**src/rtl/ps2_frame_rx.sv**
```systemverilog
// ---------------------------------------------------------------------------
// ps2_frame_rx
//
// Purpose:
//   Receives PS/2 keyboard frames for the calculator's keyboard decoder.
//   PS2Clk and PS2Data are brought into the FPGAClk domain, PS2Clk falling
//   edges are detected, and 11-bit frames (start, 8 data LSB first, odd
//   parity, stop) are assembled and checked. Stalled frames are abandoned
//   after TIMEOUT_CYCLES. Good bytes are offered on a valid/ready handshake.
//
// Ports:
//   FPGAClk     in   system clock (only clock)
//   rst         in   synchronous active-low reset
//   PS2Clk      in   asynchronous PS/2 clock
//   PS2Data     in   asynchronous PS/2 data
//   data_out    out  received byte (bit 0 = first data bit)
//   data_valid  out  data_out holds an unconsumed byte
//   data_ready  in   consumer takes the byte when data_valid && data_ready
//   parity_err  out  one-cycle pulse, frame failed odd parity
//   frame_err   out  one-cycle pulse, bad stop bit or timeout
//   overrun     out  one-cycle pulse, good frame dropped (byte still held)
//   bit_count   out  falling edges accepted in the current frame, 0..11
//
// Parameters:
//   SYNC_STAGES     synchroniser depth per input (minimum 2)
//   TIMEOUT_CYCLES  idle cycles inside a frame before it is abandoned
//   FILTER_LEN      stable cycles needed before a new PS2Clk level is taken
//
// Optional feature:
//   Define PS2_GLITCH_FILTER_EN to insert a stability filter on the
//   synchronised PS2Clk. Without it the edge detector sees the synchronised
//   level directly.
// ---------------------------------------------------------------------------
module ps2_frame_rx #(
    parameter int SYNC_STAGES    = 2,
    parameter int TIMEOUT_CYCLES = 200000,
    parameter int FILTER_LEN     = 4
) (
    input  logic       FPGAClk,
    input  logic       rst,
    input  logic       PS2Clk,
    input  logic       PS2Data,
    output logic [7:0] data_out,
    output logic       data_valid,
    input  logic       data_ready,
    output logic       parity_err,
    output logic       frame_err,
    output logic       overrun,
    output logic [3:0] bit_count
);

    localparam int TW = $clog2(TIMEOUT_CYCLES + 1);
    localparam logic [TW-1:0] TIMER_LAST = TW'(TIMEOUT_CYCLES - 1);
    localparam logic [TW-1:0] TIMER_MAX  = TW'(TIMEOUT_CYCLES);

    typedef enum logic [1:0] {
        IDLE,
        RECV,
        CHECK
    } state_t;

    state_t state_q, state_d;

    logic [SYNC_STAGES-1:0] clkSync_q;
    logic [SYNC_STAGES-1:0] dataSync_q;
    logic                   clkSynced;
    logic                   dataSynced;
    logic                   clkLevel;
    logic                   prevClk_q;
    logic                   fallEdge;

    logic [9:0]    shift_q, shift_d;
    logic [3:0]    bitCnt_q, bitCnt_d;
    logic [TW-1:0] timer_q, timer_d;
    logic [7:0]    dataOut_q, dataOut_d;
    logic          valid_q, valid_d;
    logic          parErr_q, parErr_d;
    logic          frmErr_q, frmErr_d;
    logic          ovr_q, ovr_d;

    // Synchroniser chains. They reset to 1 so that leaving reset never
    // looks like a falling edge on an idle (high) bus.
    always_ff @(posedge FPGAClk) begin
        if (!rst) begin
            clkSync_q  <= '1;
            dataSync_q <= '1;
        end else begin
            clkSync_q  <= {clkSync_q[SYNC_STAGES-2:0], PS2Clk};
            dataSync_q <= {dataSync_q[SYNC_STAGES-2:0], PS2Data};
        end
    end

    assign clkSynced  = clkSync_q[SYNC_STAGES-1];
    assign dataSynced = dataSync_q[SYNC_STAGES-1];

`ifdef PS2_GLITCH_FILTER_EN
    localparam int FW = $clog2(FILTER_LEN + 1);
    localparam logic [FW-1:0] FILT_LAST = FW'(FILTER_LEN - 1);

    logic          filtLevel_q;
    logic [FW-1:0] stableCnt_q;

    // The filtered level only follows the synchronised clock once the new
    // level has been present for FILTER_LEN consecutive cycles; any return
    // to the current level restarts the count, so short spikes vanish.
    always_ff @(posedge FPGAClk) begin
        if (!rst) begin
            filtLevel_q <= 1'b1;
            stableCnt_q <= '0;
        end else if (clkSynced == filtLevel_q) begin
            stableCnt_q <= '0;
        end else if (stableCnt_q == FILT_LAST) begin
            filtLevel_q <= clkSynced;
            stableCnt_q <= '0;
        end else begin
            stableCnt_q <= stableCnt_q + 1'b1;
        end
    end

    assign clkLevel = filtLevel_q;
`else
    // FILTER_LEN has no effect without the glitch filter.
    if (FILTER_LEN < 1) begin : gFilterLenUnused
    end

    assign clkLevel = clkSynced;
`endif

    // Previous clock level for edge detection; idle high out of reset.
    always_ff @(posedge FPGAClk) begin
        if (!rst) begin
            prevClk_q <= 1'b1;
        end else begin
            prevClk_q <= clkLevel;
        end
    end

    assign fallEdge = prevClk_q & ~clkLevel;

    // Frame state register and output registers.
    always_ff @(posedge FPGAClk) begin
        if (!rst) begin
            state_q   <= IDLE;
            shift_q   <= '0;
            bitCnt_q  <= '0;
            timer_q   <= '0;
            dataOut_q <= '0;
            valid_q   <= 1'b0;
            parErr_q  <= 1'b0;
            frmErr_q  <= 1'b0;
            ovr_q     <= 1'b0;
        end else begin
            state_q   <= state_d;
            shift_q   <= shift_d;
            bitCnt_q  <= bitCnt_d;
            timer_q   <= timer_d;
            dataOut_q <= dataOut_d;
            valid_q   <= valid_d;
            parErr_q  <= parErr_d;
            frmErr_q  <= frmErr_d;
            ovr_q     <= ovr_d;
        end
    end

    // Next-state logic. shift_q collects the ten bits after the start bit,
    // entering at the top, so once full: [7:0] data, [8] parity, [9] stop.
    // The timer counts idle cycles since the last edge; the abandon fires in
    // the cycle where the count would reach TIMEOUT_CYCLES, so frame_err is
    // seen exactly TIMEOUT_CYCLES cycles after bit_count last advanced.
    always_comb begin
        state_d   = state_q;
        shift_d   = shift_q;
        bitCnt_d  = bitCnt_q;
        timer_d   = '0;
        dataOut_d = dataOut_q;
        valid_d   = valid_q;
        parErr_d  = 1'b0;
        frmErr_d  = 1'b0;
        ovr_d     = 1'b0;

        if (valid_q && data_ready) begin
            valid_d = 1'b0;
        end

        case (state_q)
            IDLE: begin
                if (fallEdge && !dataSynced) begin
                    state_d  = RECV;
                    bitCnt_d = 4'd1;
                end
            end

            RECV: begin
                if (fallEdge) begin
                    shift_d  = {dataSynced, shift_q[9:1]};
                    bitCnt_d = bitCnt_q + 4'd1;
                    if (bitCnt_q == 4'd10) begin
                        state_d = CHECK;
                    end
                end else if (timer_q == TIMER_LAST) begin
                    state_d  = IDLE;
                    frmErr_d = 1'b1;
                    bitCnt_d = '0;
                end else begin
                    timer_d = (timer_q == TIMER_MAX) ? timer_q : timer_q + 1'b1;
                end
            end

            CHECK: begin
                frmErr_d = ~shift_q[9];
                parErr_d = ~(^shift_q[8:0]);
                if (shift_q[9] && (^shift_q[8:0])) begin
                    // A consumer taking the old byte in this very cycle
                    // frees the slot, so the new byte replaces it directly.
                    if (!valid_q || data_ready) begin
                        dataOut_d = shift_q[7:0];
                        valid_d   = 1'b1;
                    end else begin
                        ovr_d = 1'b1;
                    end
                end
                state_d  = IDLE;
                bitCnt_d = '0;
            end

            default: begin
                state_d  = IDLE;
                bitCnt_d = '0;
            end
        endcase
    end

    assign data_out   = dataOut_q;
    assign data_valid = valid_q;
    assign parity_err = parErr_q;
    assign frame_err  = frmErr_q;
    assign overrun    = ovr_q;
    assign bit_count  = bitCnt_q;

endmodule

```
**config.mk**
```make
export PLATFORM = sky130hd
export DESIGN_NAME = ps2_frame_rx
export DESIGN_NICKNAME = d
export VERILOG_FILES = /design/src/rtl/ps2_frame_rx.sv
export SDC_FILE = /design/constraint.sdc
export NUM_CORES = 1
export LEC_CHECK = 0
export CAP_MARGIN = 10
export CORE_ASPECT_RATIO = 1.1
export CORE_MARGIN = 5
export CORE_UTILIZATION = 60
export CTS_CLUSTER_SIZE = 12
export DETAILED_ROUTE_END_ITERATION = 7
export PLACE_DENSITY_LB_ADDON = 0.08
export SLEW_MARGIN = 20
export SYNTH_ARGS = -nofsm -noshare
export SYNTH_HDL_FRONTEND = slang
export SYNTH_SLANG_ARGS = --single-unit
```
**constraint.sdc**
```tcl
create_clock -name FPGAClk -period 6.9 [get_ports FPGAClk]
set_clock_uncertainty 0.2 [all_clocks]
set_input_delay 1.38 -clock FPGAClk [delete_from_list [all_inputs] [get_ports FPGAClk]]
set_output_delay 1.38 -clock FPGAClk [all_outputs]
set_load 0.02 [all_outputs]
```
# [Yosys cells after proc, flatten, opt, wreduce, memory -nomap -nowiden]
# Cells that the tools add are included.
[op_classes] eq_ne=8 reduce_logical=15 n_div=0 shifts=0 n_lt_le_gt_ge=0 bitwise_logic=6 mux=17 multipliers=0 n_addsub=2
[op_table] op="$eq A18 B18 Y1 const B" count=2
[op_table] op="$add A18 B1 Y18 const B" count=1
[op_table] op="$mux W4" count=3
[op_table] op="$reduce_and A3 Y1" count=3
[op_table] op="$reduce_xor A9 Y1" count=1
[op_table] op="$mux W2" count=4
[op_table] op="$pmux W4 S2" count=1
[op_table] op="$mux W1" count=7
[op_table] op="$ne A3 B3 Y1 const B" count=2
[op_table] op="$reduce_and A2 Y1" count=3
[op_table] op="$not A1 Y1" count=5
[op_table] op="$add A4 B1 Y4 const B" count=1
[op_table] op="$eq A4 B4 Y1 const B" count=1
[op_table] op="$pmux W2 S2" count=1
[op_table] op="$reduce_or A4 Y1" count=1
[op_table] op="$logic_and A1 B1 Y1" count=3
[op_table] op="$eq A2 B1 Y1 const B" count=1
[op_table] op="$eq A2 B2 Y1 const B" count=1
[op_table] op="$logic_not A1 Y1" count=2
[op_table] op="$logic_not A2 Y1" count=1
[op_table] op="$ne A2 B2 Y1 const B" count=1
[op_table] op="$pmux W1 S2" count=1
[op_table] op="$and A1 B1 Y1" count=1
[op_table] op="$logic_or A1 B1 Y1" count=1
[word_totals] output_inout_bits=16 latchBits=0 in_bits=5 ramBits=0 romBits=0 memories=0 reg_bits=51

# [Logic depth before layout (Yosys ltp)]
[depth] ltp_word=5 ltp_mapped=8

# [Worst setup path before layout]
# No wires, ideal clock.
[synth_path] path_kind="register to register" start="register timer_q[9]" end="register bitCnt_q[1] (netlist: bit_count[1])" setup_time_ps=70 t_required_ps=6630 arrival_time_ps=2423 path_stages_with_launch=7 path_slack_ps=4208 path_cell_list="dfxtp_1 -> or4_1 -> or4_4 -> o311a_1 -> buf_6 -> or4_1 -> a21oi_1"
[synth_between] elab_chain_len=3
[synth_lines] element="start, declared" line_no="74" rtl="logic [TW-1:0] timer_q, timer_d;"
[synth_lines] element="start signal, assigned" line_no="156" rtl="timer_q <= timer_d;"
[synth_lines] element="$eq A18 B18 Y1" line_no="200" rtl="end else if (timer_q == TIMER_LAST) begin"
[synth_lines] element="$ne A3 B3 Y1 (no line)"
[synth_lines] element="$reduce_and A2 Y1 (no line)"
[synth_lines] element="end signal, assigned" line_no="155" rtl="bitCnt_q <= bitCnt_d;"
[synth_lines] element="end, declared" line_no="73" rtl="logic [3:0] bitCnt_q, bitCnt_d;"
# No other way between the ends.
# A chain may end at the register's enable or synchronous reset.

# [Final worst setup path]
[layout_path] start="input data_ready" end="register dataOut_q[0] (netlist: data_out[0])"
[layout_between] elab_chain_len=2
[layout_lines] element="start, declared" line_no="45" rtl="input logic data_ready,"
[layout_lines] element="$logic_or A1 B1 Y1" line_no="215" rtl="if (!valid_q || data_ready) begin"
[layout_lines] element="$reduce_and A3 Y1 (no line)"
[layout_lines] element="end signal, assigned" line_no="157" rtl="dataOut_q <= dataOut_d;"
[layout_lines] element="end, declared" line_no="75" rtl="logic [7:0] dataOut_q, dataOut_d;"
# No other way between the ends.

==> out/metrics.csv <==
metric,value,unit
Max Transition Viols Final,0,
antenna-violating nets left,0,
setup tns final,0,ps
maxcap violations,0,
crit path capture type,flip-flop,
Max VDD drop,0.1431,mV
Unique masters post-synth,40,
total grt overflow,0,
final hold vios,0,
Synth Area in Adders,3.933,%
"Hold-fix buffers, CTS",0,
Rows,23,
Worst Reg-to-Reg Cells,5,
"flops & latches, synth",51,
DRC,0,
yosys warns,0,
PwrDens,208.8,nW/um^2
wire length of the first global-routing pass,6782,microns
Initial DRT Pass Iterations,4,
Synth top area share,45.84,%
Crit path arrival time,3080,ps
outcome,finished clean,
WHS Path Cells,1,
Initial DRC Count,139,
worst reg2reg startpoint,timer_q[9]$_SDFFE_PP0P_,
Simple-Gate Fraction of Synth Area,25.62,%
syn avg cell area,8.700,sq um
Worst Path Required,6850,ps
sequential area share after synthesis,45.84,%
average wire per standard cell,11.96,microns
asr flop ratio synth,0,%
post-synthesis xor/xnor area fraction,9.888,%
post-synth top area cell,dfxtp_1,
Cells after Synth,256,
Commonest cells post-synth,"51 x dfxtp_1, 39 x nand2_1, 28 x nor2_1",
root buf cell,clkbuf_8,
die area,5032,sq um
CTS tree,yes,
post-synthesis mux area share,1.348,%
crit path launch type,input pin,
Synth area leaders,"dfxtp_1 46%, nand2_1 6.6%, xnor2_1 5.5%, nor2_1 4.7%, ha_1 3.9%",
"count leader, synth",dfxtp_1,
Mapped Area,2227,sq um
final setup fails,0,
post-DP HPWL,2711,microns
Syn Nets,268,
Syn-to-layout area delta,14.21,%
largest family of logic cells by synthesized area,simple AND/OR/NAND/NOR gates,
CTS Sinks,51,
Initial Utilization,61.42,%
I/O pins,21,
H-tree Lvls,2,
All-Layer GR Usage,17.74,%
via/cell ratio,5.211,
initial antenna violation count,0,
share of cells above drive strength 1,4.029,%
Worst-Skew Late Latency,300,ps
post-synthesis compound-gate area fraction,9.438,%
"reg-to-reg slack, setup",4080,ps
Hold Crit Class,flip-flop to flip-flop,
Worst Setup EP,data_out[0]$_SDFFE_PN0P_,
CTS resizes,0,
Die X,68.09,microns
Tcrit/Tclk final,45.39,%
core area,3626,sq um
Peak Freq,319.3,MHz
Pleak,0.8522,nW
"Clk pin slew, worst setup/hold paths",90,ps
Final min period,3132,ps
RSZ-0062 raised after global routing,false,
gpl congestion,0.7774,
NumNets Final,284,
largest net degree at the start of global routing,34,
IO Port Bufs,20,
Post-synth top flop,dfxtp_1,
Max Root-Sink Buffers,2,
vias after detailed routing,1683,
Critical path origin,data_ready,
CP max FO,16,
vias in the first global route,1553,
Slew @ Worst Pin,965.1,ps
Num CTS Buffers,5,
Worst slew margin,33.82,%
RR Endpoint,bit_count[1]$_SDFFE_PN0P_,
n_diodes,0,
total power,531.2,uW
Chip Height,73.90,microns
Post-Route WL,3864,microns
Crit Path Class,input pin to flip-flop,
post-CTS setup buffers,0,
"EDFF count, synth",0,
==> layer usage <==
metal  vias up  part of all wire [%]  GRT usage (%)
li1        896                     -              -
met4         0                   1.9          7.947
met3         6                   4.1          4.128
met2        30                    46          29.44
met5         -                     0              0
met1       751                    48          21.68
==> report_power, final <==
group	internal (mW)	switching, mW
logic	0.0167	0.0292
clock network	0.0915	0.0895
registers	0.299	0.00499
==> stage by stage <==
step / setup WS [ps] / std cells / area, sq um / util [%] / hold slack (ps)
2_1_floorplan: 4208 / 256 / 2227 / - / 186.3
3_3_place_gp: 3522 / 315 / 2444 / 67.39 / 192.9
3_5_place_dp: 3443 / 315 / 2444 / 67.39 / 192.5
4_1_cts: 3762 / 323 / 2544 / 70.15 / 209.5
5_1_grt: 3599 / 323 / 2544 / 70.15 / 236.3
6_report: 3768 / 323 / 2544 / 70.15 / 210.6
==> layout by cell type (no fill, tap or decap), types with 3 or more instances in the layout <==
| cell type | n |
|---|---|
| nor2_1 | 28 |
| a21oi_1 | 12 |
| nand2b_1 | 7 |
| nand4_1 | 3 |
| nor3_1 | 6 |
| nand3_1 | 16 |
| o21ai_0 | 9 |
| nand2_1 | 39 |
| xnor2_1 | 14 |
| mux2i_1 | 3 |
| ha_1 | 7 |
| xor2_1 | 6 |
| and3_1 | 4 |
| clkdlybuf4s50_1 | 20 |
| dfxtp_1 | 51 |
| clkbuf_8 | 7 |
| inv_1 | 9 |
==> state kept, by name, summed over array words and instances, names as in the netlist <==
name and flops:
overrun 1, data_out 8, clkSync_q 2, bit_count 4, shift_q 10, state_q 2
parity_err 1, data_valid 1, frame_err 1, prevClk_q 1, dataSync_q 2, timer_q 18
==> worst min path at each step <==
stage	endpoint	slack [ps]	start
after detailed placement	dataSync_q[1]$_SDFF_PN1_	190	dataSync_q[0]$_SDFF_PN1_
after global routing	dataSync_q[1]$_SDFF_PN1_	240	dataSync_q[0]$_SDFF_PN1_
final	dataSync_q[1]$_SDFF_PN1_	210	dataSync_q[0]$_SDFF_PN1_
after CTS	dataSync_q[1]$_SDFF_PN1_	210	dataSync_q[0]$_SDFF_PN1_
after floorplan	clkSync_q[1]$_SDFF_PN1_	190	clkSync_q[0]$_SDFF_PN1_
after global placement	dataSync_q[1]$_SDFF_PN1_	190	dataSync_q[0]$_SDFF_PN1_
==> cells by family (layout without fill, tap and decap cells) <==
family / Yosys count / count (layout)
buffers and inverters: 21 / 38
AND/OR/NAND/NOR: 119 / 119
AO/OA/AOI/OAI: 33 / 33
XOR/XNOR: 22 / 22
multiplexers: 3 / 3
adder cells (fa/ha/maj): 7 / 7
flip-flops: 51 / 51
==> area by class of cell <==
| type | count | area [sq um] |
|---|---|---|
| Clock buffer | 8 | 100.1 |
| Sequential cell | 51 | 1021 |
| Fill cell | 307 | 1082 |
| Multi-Input combinational cell | 184 | 1119 |
| Timing Repair Buffer | 21 | 207.7 |
| Inverter | 9 | 33.78 |
| Tap cell | 50 | 62.56 |
==> worst max-delay path, stage by stage <==
cell and delay [ps]:
clkdlybuf4s50_1 400, nor2b_1 220, nor3_1 100, mux2i_1 770, o21ai_0 220
Note: power is estimated with default switching activity, not from simulation.
